[src/rtl/g709_enc_sched.sv]
// g709_enc_sched: frame-level scheduler sharing one g709_enc between NCH requesters.
// Each granted frame is 239 payload words followed by 16 zero parity-slot words.
// A tag FIFO records the owning channel so the coded frame can be routed downstream.
// Build option: define G709_ENC_SCHED_STRICT_PRIO_EN for fixed priority (lowest channel wins).
module g709_enc_sched #(
    parameter int NCH       = 2,
    parameter int CW        = 1,
    parameter int TAG_DEPTH = 4
) (
    input  logic                 iclk,
    input  logic                 ireset,
    input  logic                 iclkena,
    input  logic [NCH-1:0]       ireq_val,
    input  logic [NCH-1:0]       ireq_sop,
    input  logic [NCH*128-1:0]   ireq_dat,
    output logic [NCH-1:0]       oreq_rdy,
    output logic                 oenc_val,
    output logic                 oenc_sop,
    output logic [127:0]         oenc_dat,
    input  logic                 ienc_oval,
    input  logic                 ienc_osop,
    output logic                 ochan_val,
    output logic [CW-1:0]        ochan,
    output logic                 odrop,
    output logic                 oerr
);
    localparam int AW = $clog2(TAG_DEPTH);

    typedef enum logic [1:0] {IDLE, DATA, PAD} state_t;

    state_t          state;
    state_t          state_nxt;
    logic [CW-1:0]   ptr;
    logic [CW-1:0]   gnt;
    logic [7:0]      wcnt;
    logic [3:0]      pcnt;
    logic [7:0]      ocnt;
    logic [AW:0]     wptr;
    logic [AW:0]     rptr;
    logic [CW-1:0]   tag_mem [TAG_DEPTH];

    logic [127:0]    req_word [NCH];
    logic [NCH-1:0]  cand;
    logic            arb_hit;
    logic [CW-1:0]   arb_idx;
    logic [CW-1:0]   arb_sel;
    logic            fifo_empty;
    logic            fifo_full;
    logic            grant;
    logic            acc;
    logic            pop;

    for (genvar c = 0; c < NCH; c++) begin : g_word
        assign req_word[c] = ireq_dat[c*128 +: 128];
    end

    assign cand       = ireq_val & ireq_sop;
    assign fifo_empty = (wptr == rptr);
    assign fifo_full  = (wptr[AW] != rptr[AW]) && (wptr[AW-1:0] == rptr[AW-1:0]);
    assign grant      = iclkena && (state == IDLE) && arb_hit && !fifo_full;
    assign acc        = iclkena && (state == DATA) && ireq_val[gnt];
    assign pop        = iclkena && ienc_oval && !ienc_osop && (ocnt == 8'd254) && !fifo_empty;
    assign ochan_val  = !fifo_empty;
    assign ochan      = fifo_empty ? '0 : tag_mem[rptr[AW-1:0]];

    // Pick the sop candidate closest to the priority start; scanning downward lets the nearest win.
    always_comb begin
        arb_hit = 1'b0;
        arb_idx = '0;
        arb_sel = '0;
        for (int i = NCH - 1; i >= 0; i--) begin
`ifdef G709_ENC_SCHED_STRICT_PRIO_EN
            arb_sel = CW'(i);
`else
            arb_sel = CW'((int'(ptr) + i) % NCH);
`endif
            if (cand[arb_sel]) begin
                arb_hit = 1'b1;
                arb_idx = arb_sel;
            end
        end
    end

    // Next-state and per-channel ready: discards in IDLE, only the owner in DATA, nobody in PAD.
    always_comb begin
        state_nxt = state;
        oreq_rdy  = '0;
        case (state)
            IDLE: begin
                if (iclkena) oreq_rdy = ireq_val & ~ireq_sop;
                if (grant) begin
                    oreq_rdy[arb_idx] = 1'b1;
                    state_nxt         = DATA;
                end
            end
            DATA: begin
                if (iclkena) oreq_rdy[gnt] = 1'b1;
                if (acc && wcnt == 8'd238) state_nxt = PAD;
            end
            PAD: begin
                if (iclkena && pcnt == 4'd15) state_nxt = IDLE;
            end
            default: state_nxt = IDLE;
        endcase
    end

    // State register; reset wins over the clock enable.
    always_ff @(posedge iclk) begin
        if (!ireset) state <= IDLE;
        else         state <= state_nxt;
    end

    // Encoder drive, frame counters, tag pointers and output-side word counter.
    always_ff @(posedge iclk) begin
        if (!ireset) begin
            ptr      <= '0;
            gnt      <= '0;
            wcnt     <= '0;
            pcnt     <= '0;
            ocnt     <= '0;
            wptr     <= '0;
            rptr     <= '0;
            oenc_val <= 1'b0;
            oenc_sop <= 1'b0;
            oenc_dat <= '0;
            odrop    <= 1'b0;
            oerr     <= 1'b0;
        end else if (iclkena) begin
            oenc_val <= 1'b0;
            oenc_sop <= 1'b0;
            oenc_dat <= '0;
            oerr     <= 1'b0;
            odrop    <= (state == IDLE) && |(ireq_val & ~ireq_sop);
            case (state)
                IDLE: begin
                    if (grant) begin
                        oenc_val <= 1'b1;
                        oenc_sop <= 1'b1;
                        oenc_dat <= req_word[arb_idx];
                        gnt      <= arb_idx;
                        wcnt     <= 8'd1;
                        wptr     <= wptr + 1'b1;
`ifdef G709_ENC_SCHED_STRICT_PRIO_EN
                        ptr      <= '0;
`else
                        ptr      <= (arb_idx == CW'(NCH - 1)) ? '0 : arb_idx + 1'b1;
`endif
                    end
                end
                DATA: begin
                    if (acc) begin
                        oenc_val <= 1'b1;
                        oenc_dat <= req_word[gnt];
                        wcnt     <= wcnt + 8'd1;
                        if (ireq_sop[gnt]) oerr <= 1'b1;
                        if (wcnt == 8'd238) pcnt <= '0;
                    end
                end
                PAD: begin
                    oenc_val <= 1'b1;
                    pcnt     <= pcnt + 4'd1;
                end
                default: ;
            endcase
            if (pop) rptr <= rptr + 1'b1;
            if (ienc_oval) begin
                if (ienc_osop) begin
                    ocnt <= 8'd1;
                    if (fifo_empty) oerr <= 1'b1;
                end else if (ocnt == 8'd254) begin
                    ocnt <= '0;
                end else begin
                    ocnt <= ocnt + 8'd1;
                end
            end
        end
    end

    // Tag storage; the owning channel is written at grant time.
    always_ff @(posedge iclk) begin
        if (ireset && grant) tag_mem[wptr[AW-1:0]] <= arb_idx;
    end

endmodule

[config.mk]
export PLATFORM = sky130hd
export DESIGN_NAME = g709_enc_sched
export DESIGN_NICKNAME = d
export VERILOG_FILES = /design/src/rtl/g709_enc_sched.sv
export SDC_FILE = /design/constraint.sdc
export NUM_CORES = 1
export LEC_CHECK = 0
export ABC_CLOCK_PERIOD_IN_PS = 1950
export BUFFER_PORTS_ARGS = -buffer_cell sky130_fd_sc_hd__buf_2
export CAP_MARGIN = 25
export CORE_AREA = 2 2 157 159
export CTS_CLUSTER_DIAMETER = 40
export DETAILED_ROUTE_END_ITERATION = 8
export DIE_AREA = 0 0 159 161
export GPL_ROUTABILITY_DRIVEN = 1
export PLACE_DENSITY = 0.75
export SLEW_MARGIN = 20
export SYNTH_ARGS = -nofsm -noshare
export SYNTH_HDL_FRONTEND = slang
export SYNTH_SLANG_ARGS = --single-unit
[constraint.sdc]
create_clock -name iclk -period 1.95 [get_ports iclk]
set_clock_uncertainty 0.05 [all_clocks]
set_input_delay 0.0975 -clock iclk [delete_from_list [all_inputs] [get_ports iclk]]
set_output_delay 0.0975 -clock iclk [all_outputs]
set_load 0.01 [all_outputs]
* After elaboration in Yosys (flattened, before gate mapping)
Memories as Yosys holds them, arrays and structs flattened. A register that Yosys moved wholly into a read port is not among the register bits. Cells that the tools add are included.
Word-level totals: register bits 162, bits in latches 0, bits in writable memories 4, bits in read-only memories 0, memories kept 1
Memories:
- tag_mem | depth 4, width 1, read ports 1, clocked after memory_dff 1, write ports 1, RTL line 40 | logic [CW-1:0] tag_mem [TAG_DEPTH];
Cells by class: $add $sub $neg 7, $mul 0, div/mod/pow operators 0, magnitude comparators 8, equality and inequality tests 13, shift operators 0, multiplexer cells 58, bitwise operators 6, reduce and logical (&&, ||, !) cells 29
Operators by type and width (count):
- 128-bit 2-to-1 mux | 8
- 128-bit case mux with 2 select lines | 1
- 8-bit 2-to-1 mux | 4
- 1-bit 2-to-1 mux | 27
- 2-bit 2-to-1 mux | 9
- 8-bit by 1-bit adder with 8-bit output (second input constant) | 2
- 8-bit equality test (second input constant) | 2
- 1-bit logical AND | 16
- 8-bit case mux with 2 select lines | 1
- 1-bit by 2-bit < comparator with 1-bit output (second input constant) | 4
- 4-bit 2-to-1 mux | 2
- 4-bit case mux with 2 select lines | 1
- 4-bit AND reduction | 2
- 3-bit by 1-bit adder with 3-bit output (second input constant) | 2
- 2-bit != test (second input constant) | 3
- 2-bit case mux with 3 select lines | 1
- 3-bit AND reduction | 2
- 4-bit by 1-bit adder with 4-bit output (second input constant) | 1
- 2-bit AND | 2
- 4-bit equality test (second input constant) | 1
- 2-bit greater-or-equal comparator (second input constant) | 2
- 2-bit by 1-bit != test with 1-bit output (second input constant) | 2
- 1-bit inverter with 2-bit output | 2
- 2-bit case mux with 2 select lines | 1
- 16 further kinds | 23

* Logic depth before layout (Yosys ltp)
Gate-level depths: netlist (run 1).
word-level depth 12, gate-level depth with buffers 8

* Worst setup path after synthesis (run 1)
No wires, ideal clock.
kind reg2reg, start point register gnt, end point register oenc_dat[100], setup time 0.122 ns, data arrival time 1.623 ns, path slack 0.155 ns, cell stages (with the launch flop) 7, period minus slack after synthesis 1.795 ns, cells stage by stage dfxtp_1 clkbuf_1 buf_2 buf_2 mux2i_1 o21ai_0 a221o_1
Between the ends: word-level cells in the longest chain between the ends 6
Ends and longest elaborated chain:
- from (decl) | RTL line 34 | logic [CW-1:0] gnt;
- from (signal assigned) | RTL line 140 | gnt <= arb_idx;
- 1-bit inverter with 2-bit output (implied by the code) | RTL line 153 | oenc_dat <= req_word[gnt];
- 128-bit 2-to-1 mux (implied by the code) (3 in a row) | RTL line 153
- 128-bit 2-to-1 mux (*) | RTL line 151 | if (acc) begin
- 128-bit case mux with 2 select lines (*) | RTL line 134 | case (state)
- to (signal assigned) | RTL line 139 | oenc_dat <= req_word[arb_idx];
- to (signal assigned) | RTL line 153
- to (decl) | RTL line 19 | output logic [127:0] oenc_dat,
Every way passes the cells marked *; elsewhere a longest branch is shown, timed or not. The select of a mux whose other input is x is not followed. A chain may end at the register's enable or synchronous reset.

* Worst setup path in the final report (run 1)
start point register rptr[1], end point register oenc_dat[86]
Between the ends: word-level cells in the longest chain between the ends 6
Ends and longest elaborated chain:
- from (decl) | RTL line 39 | logic [AW:0] rptr;
- from (signal assigned) | RTL line 165 | if (pop) rptr <= rptr + 1'b1;
- 2-bit equality test | RTL line 59 | assign fifo_full = (wptr[AW] != rptr[AW]) && (wptr[AW-1:0] == rptr[AW-1:0]);
- 1-bit logical AND | RTL line 59
- 1-bit zero test | RTL line 60 | assign grant = iclkena && (state == IDLE) && arb_hit && !fifo_full;
- 1-bit logical AND | RTL line 60
- 128-bit 2-to-1 mux | RTL line 136 | if (grant) begin
- 128-bit case mux with 2 select lines | RTL line 134
No other way between the ends.

==> results of run 1 <==
## flip-flops by register name, summed over array words and instances (netlist names), 2 cells and up, named ones only
signal    cells
ocnt          8
oenc_dat    128
pcnt          4
rptr          3
state         2
tag_mem       4
wcnt          8
wptr          3
## critical path: stages (launching register included)
cell      delay, ns
dfxtp_2        0.34
xor2_2         0.19
o311ai_4       0.34
buf_6          0.16
buf_4          0.11
nor3_4         0.04
buf_12         0.16
buf_12         0.15
a221o_1        0.38
## how the worst min path moves through the flow
stage                             start             to
after floorplan           ireq_dat[228]  oenc_dat[100]
after global placement     ireq_dat[45]   oenc_dat[45]
after detailed placement  ireq_dat[104]  oenc_dat[104]
after CTS                 ireq_dat[246]  oenc_dat[118]
after global routing             ireset           oerr
final                     ireq_dat[245]  oenc_dat[117]
## placed cells by master, fill, tap and decap left out, types with 6 or more instances in the layout
master,count
a21oi_1,19
a221o_1,127
a31oi_1,35
and2_1,34
and3_1,6
buf_12,16
buf_2,400
buf_4,45
buf_6,9
clkbuf_16,22
dfxtp_1,158
dlygate4sd3_1,255
ha_1,10
inv_1,9
inv_6,6
mux2i_1,104
nand2_1,123
nand3_1,8
nand3b_1,7
nand4_1,6
nor2_1,69
o21ai_0,108
o22ai_1,29
xor2_1,6
## metrics by stage
stage               util [%]  area, µm²  power (W)  setup slack (ns)  std cells
floorplan                  -       8935   0.004297            0.1549       1014
global placement       48.22      11550   0.004936           0.01811       1704
detailed placement     48.22      11550   0.004966          -0.06039       1704
CTS                    62.17      14900   0.008736          -0.01887       2001
global route           63.13      15130   0.009080           -0.1643       2016
finish                 63.13      15130   0.008817           -0.1154       2016
## cell families after synthesis
logic type	count (synthesis)	synth area share, %
flip-flops	168	38.09
AND/OR/NAND/NOR	286	15.05
adder cells (fa/ha/maj)	10	1.400
buffers and inverters	98	4.859
multiplexers	106	12.03
AO/OA/AOI/OAI	336	27.59
XOR/XNOR	10	0.9803
## power by group through the flow
stage | Sequential (W) | Combinational [W] | Clock [W]
detailed placement | 0.00372 | 0.00124 | 0
global placement | 0.00372 | 0.00122 | 0
finish | 0.00365 | 0.00184 | 0.00332
floorplan | 0.00378 | 0.000520 | 0
global route | 0.00366 | 0.00194 | 0.00348
CTS | 0.00365 | 0.00170 | 0.00339
## cell type report
class	count	area [µm²]	share of cell area (%)
inverter	11	41.29	0.2730
antenna	1	2.502	0.01654
clock inverter	13	111.4	0.7361
clock buffer	19	442.9	2.928
tap	324	405.4	2.680
multi-input combinational	748	5209	34.43
timing repair buffer	732	5494	36.32
sequential	168	3421	22.61
## synthesized netlist by cell type (all sizes together) (2+ instances only)
library cell and instances:
dfxtp 164, a221o 127, nand2 125, o21ai 109, mux2i 104, nor2 69
clkbuf 46, buf 41, a31oi 35, and2 34, o22ai 30, a21oi 20
ha 10, inv 10, nand3 10, nand3b 8, xor2 8, and3 7
nand4 6, nor2b 5, edfxtp 4, or3 4, or4 4, and3b 3
and4 3, a211oi 2, a2bb2oi 2, nor3 2, nor3b 2, o211ai 2
o31ai 2, xnor2 2
## metal layers
metal / wire length [µm] / vias up / track usage [%]
met3: 3733 / 212 / 6.061
met2: 19390 / 853 / 49.82
met4: 2769 / 0 / 17.23
met5: 0 / - / 0
met1: 15130 / 5395 / 33.92
li1: - / 5179 / -
## repair_timing
action / in CTS / in global routing
endpoints found under the setup margin: 26 / 132
gates resized for setup: 22 / 18
hold buffers: 255 / 0
cloned: 2 / 9
setup buffers: 9 / 9
hold endpoints to repair: 128 / 0
pin swaps: 34 / 26
==> flow_summary.json, run 1 <==
{
  "core.rowCount": 57,
  "whs_ns": 0.05741,
  "synth_cell_types": 50,
  "cts_tree": "built",
  "wl_per_cell_um": 20.35,
  "hold_violations": 0,
  "relSlewSlack_pct": 74.72,
  "core_area_um2": 23960,
  "fillers": 1817,
  "power.switching_w": 0.002556,
  "clk_latency_ns": 0.43,
  "yosysTopAreaCell": "dfxtp_1",
  "cellPowerDensity_nw_per_um2": 582.9,
  "cts.sinks": 168,
  "htree_levels": 4,
  "worst_r2r_endpoint": "oenc_dat[86]",
  "initial_core_util_pct": 37.29,
  "final_nets": 1953,
  "antenna_found_initial": 1,
  "worst_slew_pin_slew_ns": 0.3793,
  "power_leakage_nw": 6.624,
  "swShare_pct": 28.99,
  "fp.dieH_um": 161,
  "min_path_cells": 4,
  "dieArea_um2": 25600,
  "firstDrtPassIters": 6,
  "grt_pass1_vias": 11350,
  "hp-class": "primary input to register",
  "min_period_ns": 2.065,
  "synthTopCellsByArea": "dfxtp_1 (37%), a221o_1 (14%), mux2i_1 (12%)",
  "cp_max_fo": 8,
  "required_ns": 2.20,
  "drt_iter0_drc": 1591,
  "synthesis.area_um2": 8935,
  "p_int_w": 0.006261,
  "synth_cells": 1014,
  "hpwl_mm": 22.14,
  "clk_path_buf_depth": 2,
  "cp-startpoint": "rptr[1]",
  "rsz0062_at_grt": "true",
  "drc": 0,
  "synth_fp_nets": 1289,
  "slew_viol_final": 0,
  "synth_warnings": 0,
  "pwr-share-comb_pct": 20.9,
  "crit_type": "register to register",
  "synth-edff-count": 4,
  "peakVddDrop_v": 0.0005122,
  "r2r_cells": 8,
  "ios": 401,
  "clockRootBuffer": "clkbuf_16",
  "syn_to_final_growth_pct": 69.30,
  "gp_congestion": 0.8636,
  "status": "complete, but fails checks",
  "grt_pass1_wl_mm": 60.97,
  "crit_end": "oenc_dat[86]",
  "grt_max_degree": 70,
  "clkPwrFrac_pct": 37.7,
  "vias": 11640,
  "gr-total-overflow": 0,
  "seqPwrFrac_pct": 41.4,
  "crit-reg2reg-launch": "rptr[1]",
  "fmax_mhz": 484.2,
  "seq_area_frac_synth_pct": 38.09,
  "final.setup.tns_ns": -7.611,
  "r2r_slack_ns": -0.12,
  "setup_viol": 102,
  "worst_slack_ns": -0.1154,
  "grt_use_total_pct": 29.16,
  "timing.final.crit_share_pct": 105.9,
  "cts_buffers": 17,
  "cap_violations": 0,
  "violations": "setup timing",
  "vias_per_cell": 5.773,
  "syn-mean-instance-area_um2": 8.811,
  "yosys_most_used_dff": "dfxtp_1",
  "clk_pin_slew_ns": 0.07,
  "drive_gt1_share_pct": 31.70,
  "fp.dieW_um": 159,
  "cp_data_arrival_time_ns": 2.31,
  "critPathCaptureType": "register",
  "synth-async-reset-ratio_pct": 0,
  "io_buffers": 400,
  "synth_top_area_share_pct": 36.75,
  "synth-seq-cells": 168,
  "startpoint_type": "register",
  "drtAntennaViolNets": 0,
  "wl_mm": 41.02
}
Note: power is estimated with default switching activity, not from simulation.
==> inputs of run 2 (changes only) <==
CTS_BUF_LIST = sky130_fd_sc_hd__clkbuf_4   (was unset)
PLACE_DENSITY = 0.63   (was 0.75)
==> run 2 against run 1 <==
The flow still finishes with violations (setup timing); sequential power barely moved; non-clock buffer count decreased by 5; via count down 3.3%.
==> flow_summary.json, run 2 (synthesis results as in run 1) <==
{
  "slew_viol_final": 0,
  "totalPowerFinal_w": 0.007543,
  "ios": 401,
  "io_buffers": 400,
  "htree_levels": 4,
  "wl_mm": 38.63,
  "pwr-share-comb_pct": 24.2,
  "startpoint_type": "register",
  "clockRootBuffer": "clkbuf_4",
  "final_nets": 1948,
  "swShare_pct": 32.02,
  "grt_max_degree": 77,
  "largest_reg_flops": 128,
  "fp.dieH_um": 161,
  "layout_commonest_cell": "buf_2",
  "critPathSlowestCell": "dfxtp_4",
  "fp.dieW_um": 159,
  "cp_data_arrival_time_ns": 1.90,
  "dieArea_um2": 25600,
  "critPathCaptureType": "output port",
  "cp_top_family": "flip-flops",
  "hp-class": "primary input to register",
  "clk_pin_slew_ns": 0.16,
  "peakVddDrop_v": 0.0003079,
  "grt_pass1_wl_mm": 59.30,
  "place_ws_ns": 0.0001420,
  "violations": "setup timing",
  "gr-total-overflow": 0,
  "wl_per_cell_um": 19.20,
  "setup_viol": 98,
  "cp_max_fo": 2,
  "drtAntennaViolNets": 0,
  "cts.sinks": 168,
  "seqPwrFrac_pct": 48.4,
  "worst_slew_pin_slew_ns": 0.4209,
  "final.setup.tns_ns": -5.142,
  "syn_to_final_growth_pct": 65.73,
  "crit_type": "register to output port",
  "status": "complete, but fails checks",
  "required_ns": 1.80,
  "core.rowCount": 57,
  "rsz0062_at_grt": "true",
  "vias_per_cell": 5.595,
  "hold_violations": 0,
  "gp_congestion": 0.8512,
  "clk_latency_ns": 0.57,
  "grt_use_total_pct": 28.34,
  "relSlewSlack_pct": 71.94,
  "grt_pass1_vias": 11050,
  "layout_common_cells": "buf_2 (399), dlygate4sd3_1 (266), dfxtp_1 (155)",
  "multi_input_area_um2": 5244,
  "cts_tree": "built",
  "cp_cell_sequence": "xor2_4 -> o311ai_4 -> buf_6 -> buf_12 -> o22ai_2 -> buf_2",
  "timing.final.crit_share_pct": 105.2,
  "initial_core_util_pct": 37.29,
  "p_int_w": 0.005127,
  "power_leakage_nw": 6.453,
  "cap_violations": 0,
  "clk_path_buf_depth": 2,
  "timing.critical_path.buf_inv": 3,
  "antenna_found_initial": 2,
  "whs_ns": 0.1554,
  "drt_iter0_drc": 992,
  "reg_top3": "oenc_dat x128, ocnt x8, wcnt x8",
  "fillers": 1930,
  "firstDrtPassIters": 5,
  "cts_buffers": 17,
  "hpwl_mm": 22.73,
  "vias": 11260,
  "seqCellArea_um2": 3425,
  "worst_path_largest_cell_delay_ns": 0.40,
  "min_period_ns": 2.051,
  "worst_slack_ns": -0.1007,
  "core_area_um2": 23960,
  "regMostFlops": "oenc_dat",
  "cellPowerDensity_nw_per_um2": 509.4,
  "final_util_pct": 61.80,
  "drive_gt1_share_pct": 31.14,
  "drc": 0,
  "power.switching_w": 0.002415,
  "fmax_mhz": 487.6,
  "clkPwrFrac_pct": 27.4
}
[run 2: changes by cell type in the layout (fill, tap and decap cells not counted), moves of 3 or more]
| cell | change |
|---|---|
| dfxtp_2 | +3 |
| dlygate4sd3_1 | +11 |
| dfxtp_1 | -3 |
| clkbuf_16 | -20 |
| buf_6 | -4 |
| buf_4 | -8 |
| clkbuf_4 | +17 |
[run 2: final cells by class]
cell class / instances / area share, %
Timing Repair Buffer: 727 / 36.63
Clock buffer: 17 / 0.8618
Antenna cell: 2 / 0.03380
Sequential cell: 168 / 23.13
Tap cell: 324 / 2.738
Clock inverter: 15 / 0.9210
Inverter: 11 / 0.2788
Multi-Input combinational cell: 748 / 35.41
[run 2: path summary, 6_finish.rpt]
check                 endpoint  cells past startpoint   startpoint  slack [ns]
setup / recovery   oreq_rdy[0]                      6      rptr[0]       -0.10
hold reg to reg       oenc_sop                      2     oenc_sop        0.41
setup reg to reg  oenc_dat[86]                      8      rptr[0]       -0.09
hold / removal             gnt                      6  ireq_val[1]        0.16
[run 2: tightest hold or removal path, stage by stage]
cell and delay [ns]:
buf_2 0.13, nand3_2 0.12, inv_2 0.09, buf_12 0.16, nand2_4 0.08, a21oi_1 0.05
[run 2: power groups by stage]
stage / sequential (W) / clock [W] / combinational [W]
after floorplan: 0.00378 / 0 / 0.000520
after global placement: 0.00372 / 0 / 0.00124
after detailed placement: 0.00372 / 0 / 0.00126
after CTS: 0.00365 / 0.00212 / 0.00175
after global routing: 0.00367 / 0.00224 / 0.00193
final: 0.00365 / 0.00207 / 0.00182
[run 2: metrics by stage]
step | instance area (µm²) | instances
floorplan | 8935 | 1014
global placement | 11500 | 1695
detailed placement | 11500 | 1695
CTS | 14670 | 2003
global route | 14810 | 2012
finish | 14810 | 2012
[run 2: timing repair]
action | CTS | global route
gates resized for setup | 30 | 11
pin swaps | 6 | 7
endpoints found under the hold margin | 147 | 0
setup endpoints to repair | 26 | 128
hold buffers | 266 | 0
buffers inserted | 8 | 7
gates cloned | 2 | 2
[run 2: layer usage]
| metal | vias up | part of all wire [%] | global-route usage (%) |
|---|---|---|---|
| met5 | - | 0 | 0 |
| li1 | 5174 | - | - |
| met2 | 645 | 48 | 47.79 |
| met4 | 0 | 5.7 | 15.41 |
| met3 | 155 | 7.4 | 6.369 |
| met1 | 5283 | 39 | 33.71 |
